File: src/rtl/mem_responder_pkg.sv
// Shared types and defaults for the wait-stated CPU memory responder.
// Holds the FSM state encoding and the default geometry/timing constants.
package mem_responder_pkg;

    localparam int unsigned DEFAULT_WAIT_CYCLES = 2;
    localparam int unsigned DEFAULT_ADDR_BITS   = 8;
    localparam int unsigned WAIT_CNT_BITS       = 4;
    localparam int unsigned DATA_BITS           = 16;

    typedef enum logic [2:0] {
        IDLE,
        WAIT,
        ACCESS,
        RESPOND,
        RELEASE
    } state_t;

endpackage

File: src/rtl/mem_array.sv
// Single-port synchronous RAM: write-enable, registered read, no reset.
// Read_Data always reflects the word at the address presented on the previous edge.
module mem_array
    import mem_responder_pkg::*;
#(
    parameter int unsigned ADDR_BITS = DEFAULT_ADDR_BITS
) (
    input  logic                 Clk,
    input  logic                 Write_En,
    input  logic [ADDR_BITS-1:0] Addr,
    input  logic [DATA_BITS-1:0] Write_Data,
    output logic [DATA_BITS-1:0] Read_Data
);

    logic [DATA_BITS-1:0] mem [2**ADDR_BITS];

    always_ff @(posedge Clk) begin
        if (Write_En) begin
            mem[Addr] <= Write_Data;
        end
        Read_Data <= mem[Addr];
    end

endmodule

File: src/rtl/mem_responder.sv
// CPU memory responder: latches a request, inserts WAIT_CYCLES wait states,
// performs one RAM access, strobes Ready for one cycle, then waits for release.
module mem_responder
    import mem_responder_pkg::*;
#(
    parameter int unsigned WAIT_CYCLES = DEFAULT_WAIT_CYCLES,
    parameter int unsigned ADDR_BITS   = DEFAULT_ADDR_BITS
) (
    input  logic        Clk,
    input  logic        Reset,
    input  logic        Req_Valid,
    input  logic        Req_Write,
    input  logic [15:0] Addr,
    input  logic [15:0] Data_From_CPU,
    output logic [15:0] Data_to_CPU,
    output logic        Ready,
    output logic        Busy
);

    state_t                   state;
    state_t                   state_next;
    logic [WAIT_CNT_BITS-1:0] wait_cnt;
    logic [ADDR_BITS-1:0]     lat_addr;
    logic                     lat_write;
    logic [DATA_BITS-1:0]     lat_data;
    logic                     accept;

    logic [ADDR_BITS-1:0]     ram_addr;
    logic                     ram_we;
    logic [DATA_BITS-1:0]     ram_rdata;

    assign accept = (state == IDLE) && Req_Valid;

    always_ff @(posedge Clk) begin
        if (Reset) begin
            state <= IDLE;
        end else begin
            state <= state_next;
        end
    end

    always_comb begin
        state_next = state;
        case (state)
            IDLE: begin
                if (Req_Valid) begin
                    state_next = (WAIT_CYCLES == 0) ? ACCESS : WAIT;
                end
            end
            WAIT: begin
                if (wait_cnt <= WAIT_CNT_BITS'(1)) begin
                    state_next = ACCESS;
                end
            end
            ACCESS:  state_next = RESPOND;
            RESPOND: state_next = RELEASE;
            RELEASE: begin
                if (!Req_Valid) begin
                    state_next = IDLE;
                end
            end
            default: state_next = IDLE;
        endcase
    end

    always_ff @(posedge Clk) begin
        if (Reset) begin
            wait_cnt <= '0;
        end else if (accept) begin
            wait_cnt <= WAIT_CNT_BITS'(WAIT_CYCLES);
        end else if (state == WAIT && wait_cnt != '0) begin
            wait_cnt <= wait_cnt - WAIT_CNT_BITS'(1);
        end
    end

    // Request latches are not reset: they are only consumed after a fresh accept.
    always_ff @(posedge Clk) begin
        if (accept) begin
            lat_addr  <= Addr[ADDR_BITS-1:0];
            lat_write <= Req_Write;
            lat_data  <= Data_From_CPU;
        end
    end

    // The RAM is addressed from the live bus while idle so that its registered
    // read is already valid during ACCESS, even with zero wait states.
    assign ram_addr = (state == IDLE) ? Addr[ADDR_BITS-1:0] : lat_addr;
    assign ram_we   = (state == ACCESS) && lat_write && !Reset;

    mem_array #(
        .ADDR_BITS (ADDR_BITS)
    ) u_mem_array (
        .Clk        (Clk),
        .Write_En   (ram_we),
        .Addr       (ram_addr),
        .Write_Data (lat_data),
        .Read_Data  (ram_rdata)
    );

    always_ff @(posedge Clk) begin
        if (Reset) begin
            Data_to_CPU <= '0;
        end else if (state == ACCESS && !lat_write) begin
            Data_to_CPU <= ram_rdata;
        end
    end

    assign Ready = (state == RESPOND);
    assign Busy  = (state != IDLE);

    generate
        if (ADDR_BITS < 16) begin : g_addr_hi
            logic unused_addr_hi;
            assign unused_addr_hi = ^Addr[15:ADDR_BITS];
        end
    endgenerate

endmodule
File: config.mk
export PLATFORM = sky130hd
export DESIGN_NAME = mem_responder
export DESIGN_NICKNAME = d
export VERILOG_FILES = /design/src/rtl/mem_responder_pkg.sv /design/src/rtl/mem_array.sv /design/src/rtl/mem_responder.sv
export SDC_FILE = /design/constraint.sdc
export NUM_CORES = 2
export LEC_CHECK = 0
export BUFFER_PORTS_ARGS = -buffer_cell sky130_fd_sc_hd__buf_2
export CORE_AREA = 2 2 548 550
export CTS_BUF_LIST = sky130_fd_sc_hd__clkbuf_8
export DETAILED_ROUTE_END_ITERATION = 16
export DIE_AREA = 0 0 550 552
export PLACE_DENSITY = 0.69
export SLEW_MARGIN = 20
export SYNTH_ARGS = -nofsm -noshare
export SYNTH_HDL_FRONTEND = slang
export SYNTH_SLANG_ARGS = --single-unit
File: constraint.sdc
create_clock -name Clk -period 9.4 [get_ports Clk]
set_input_delay 2.82 -clock Clk [delete_from_list [all_inputs] [get_ports Clk]]
set_output_delay 2.82 -clock Clk [all_outputs]
set_load 0.05 [all_outputs]
==> impl_metrics.ini <==
[timing]
min_period_ns = 6.58
clock.fmax_mhz = 152
report.final.hold_viol_count = 0
final-setup-viol-count = 0
tightest_slew_ns = 1.53
layout_setup_ws_ns = 2.82
unrepaired_setup_endpoints_after_global_routing = false
finClkSkew_ns = 0.0998
relSlewSlack_pct = -1.86
fin_tns_setup_ns = 0
count_of_pins_over_their_slew_limit = 29
layout_worst_path_cycle_share_pct = 70.0

[critical_path]
critical-path-top-cell-by-count = buf_12
critical_path.endpoint_type = flop
slowest_stage = o41ai_1
crit_family = compound AO/OA/AOI/OAI gates
critical_path.n_buffers_inverters = 3
critical_path.cell_chain = buf_2 -> nor4b_4 -> nor2_4 -> buf_12 -> buf_12 -> mux2i_1 -> o22ai_1 -> o41ai_1 -> nand4_1 -> a22oi_1 -> o311ai_1
cp.required_ns = 10.46
setup.worst_path.class = primary input to flop
critPathMaxStageDelay_ns = 0.86
critical_path_peak_fanout = 115
cp-start-kind = primary input
crit_arrival_ns = 7.64

[clock_network]
hold_buffers = 0
cts_tree = built
cts-buffers-inserted = 643
total_number_of_h_tree_levels = 6
cts_resized = 0
tritoncts_num_sinks = 4160
root_buffer = clkbuf_8
postCtsSetupRepairBufs = 0
cts-root-to-sink-buffers = 4
clkSlewWorstSetupHoldPaths_ns = 0.06
worstSkewPairLatency_ns = 1.25

[place]
gpl_congestion = 0.863
post_placement_setup_slack_ns = 1.76
dpl.hpwl_um = 228000
portBuffers = 45

[drt]
drtIter0Drc = 11000
detail_route.first_pass.iterations = 6
drc = 0
detail_route.wl_per_cell_um = 28.6
detailroute.via_count = 89000
route.final.wire_length_um = 411000
average_vias_per_placed_instance = 6.20
antenna_left = 0

[global_route]
gr-usage-met2_pct = 41.8
antenna_violations_before_repair = 21
grt_max_degree = 193
grt_overflow_total = 0
top_usage_layer = met2
grt_first_pass_wirelength_um = 582000
grt_use_met3_pct = 5.19
first_global_vias = 85600
grt.met1_usage_pct = 35.5
globalRouteTotalUtil_pct = 26.3

[yosys]
yosysTopAreaCellShare_pct = 77.2
synth_top_cell_by_area = edfxtp_1
number_of_flops_mapped_to_enable_cells_by_yosys = 4121
yosysMostFrequentCell = edfxtp_1
ys_warn_count = 0
ys_async_sr_fraction_pct = 0
synthTopCellsByCount = 4121 x edfxtp_1, 1667 x mux2i_1, 838 x nand2_1
synth.cell_area_um2 = 160000
synthCells = 9388
synth_top_flop_cell = edfxtp_1
synth_cell_types = 55
yosys_register_bits = 4160
post_synth.cell_area_avg_um2 = 17.1
yosysSeqAreaShare_pct = 77.7
synth.net_count = 9427
ys_top_cells_by_area = edfxtp_1 77%, mux2i_1 10%, o22ai_1 3.0%, nand2_1 2.0%, a21oi_1 1.1%

[power]
cell_internal_pwr_mw = 30.1
peakVddDrop_mv = 0.225
clkPwrFrac_pct = 32.6
powerDensity_nw_per_um2 = 237
power.net_switching_mw = 12.3
cellLeakagePower_nw = 62.0
power_frac_seq_pct = 49.4
power_switching_share_pct = 29.0
p_comb_share_pct = 18.0

[die]
rows = 201
design.die.area_um2 = 304000
die_height_um = 552
core-area_um2 = 298000
ios = 54
die-width_um = 550
floorplan.initialDensity_pct = 53.8

[hold_path]
hold_path_class = flop to flop

[outcome]
outcome = finished with violations
violations_in_the_final_reports = max-slew violations

[final_layout]
layout-drive-gt1-share_pct = 13.0
areaGrowthSynthToFinish_pct = 11.2
n_fill_cell = 21700
multi_input_area_um2 = 33200
register_area_um2 = 125000
final_nets = 9935

[flow_run]
max_cap_violations = 0
[worst min-delay path: cells and delay by family, from the launching register on]
family | cells | cell delay (ns)
AND/OR/NAND/NOR | 1 | 0.05
AO/OA/AOI/OAI | 1 | 0.05
flip-flops | 1 | 0.30
[cell usage in the layout (no fill, tap or decap), types with 46 or more instances in the layout]
cell	Yosys	final
inv_1	5	214
a21oi_1	351	351
buf_12	0	46
o41ai_1	143	142
mux2i_1	1667	1664
o22ai_1	768	768
nand2_1	838	825
a311oi_1	48	48
nor4_1	50	50
clkinv_2	0	58
or4_1	138	138
nor2_2	0	67
clkinv_1	0	160
clkbuf_8	0	648
buf_4	81	363
nor2_1	268	198
o21ai_0	118	117
edfxtp_1	4121	4121
and3_1	48	48
[sequential cells by signal, summed over array words and instances, names as in the netlist]
name                   count
lat_addr                   8
Data_to_CPU               16
wait_cnt                   4
lat_write                  1
state                      3
u_mem_array.mem         4096
lat_data                  16
u_mem_array.Read_Data     16
[through the flow]
step	cell area, um2	hold WS (ns)	power, mW	utilization [%]	std cells
after floorplan	160000	0.417	26.4	-	9388
after global placement	166000	0.436	28.6	55.8	13200
after detailed placement	167000	0.440	28.8	55.8	13200
after CTS	178000	0.438	42.4	59.7	14300
after global routing	178000	0.446	43.6	59.8	14400
final	178000	0.433	42.3	59.8	14400
[layer usage]
metal	part of all wire, %	vias up
met5	0.0092	-
met4	4.3	6
met3	9.5	789
met2	48	4676
met1	38	45100
li1	-	38400
[kinds of logic after synthesis]
| logic type | Yosys count | share of synthesized area (%) |
|---|---|---|
| buffers and inverters | 600 | 1.90 |
| multiplexers | 1672 | 10.5 |
| AND/OR/NAND/NOR | 1444 | 4.03 |
| XOR/XNOR | 3 | 0.0164 |
| flip-flops | 4160 | 77.7 |
| adder cells (fa/ha/maj) | 3 | 0.0234 |
| AO/OA/AOI/OAI | 1506 | 5.91 |
[layout make-up]
| type | count | share of cell area, % |
|---|---|---|
| Clock inverter | 495 | 1.52 |
| Sequential cell | 4160 | 69.9 |
| Inverter | 6 | 0.0126 |
| Antenna cell | 6 | 0.00842 |
| Timing Repair Buffer | 457 | 2.22 |
| Multi-Input combinational cell | 4628 | 18.6 |
| Tap cell | 3958 | 2.78 |
| Clock buffer | 648 | 5.00 |
[power groups by stage]
stage	clock network, mW	registers (mW)	logic [mW]
2_1_floorplan	0	21.7	4.63
3_3_place_gp	0	21.3	7.34
3_5_place_dp	0	21.3	7.49
4_1_cts	14.0	20.9	7.50
5_1_grt	14.7	20.9	7.94
6_report	13.8	20.9	7.60
[worst paths after layout]
check        cells after the start                      from  slack [ns]                        to
max reg2reg                     12                  state[2]        3.23  u_mem_array.Read_Data[4]
max                             11                   Addr[0]        2.82  u_mem_array.Read_Data[4]
min                              2  u_mem_array.Read_Data[5]        0.43            Data_to_CPU[5]
min reg2reg                      2  u_mem_array.Read_Data[5]        0.43            Data_to_CPU[5]
(Power assumes the default switching activity.)
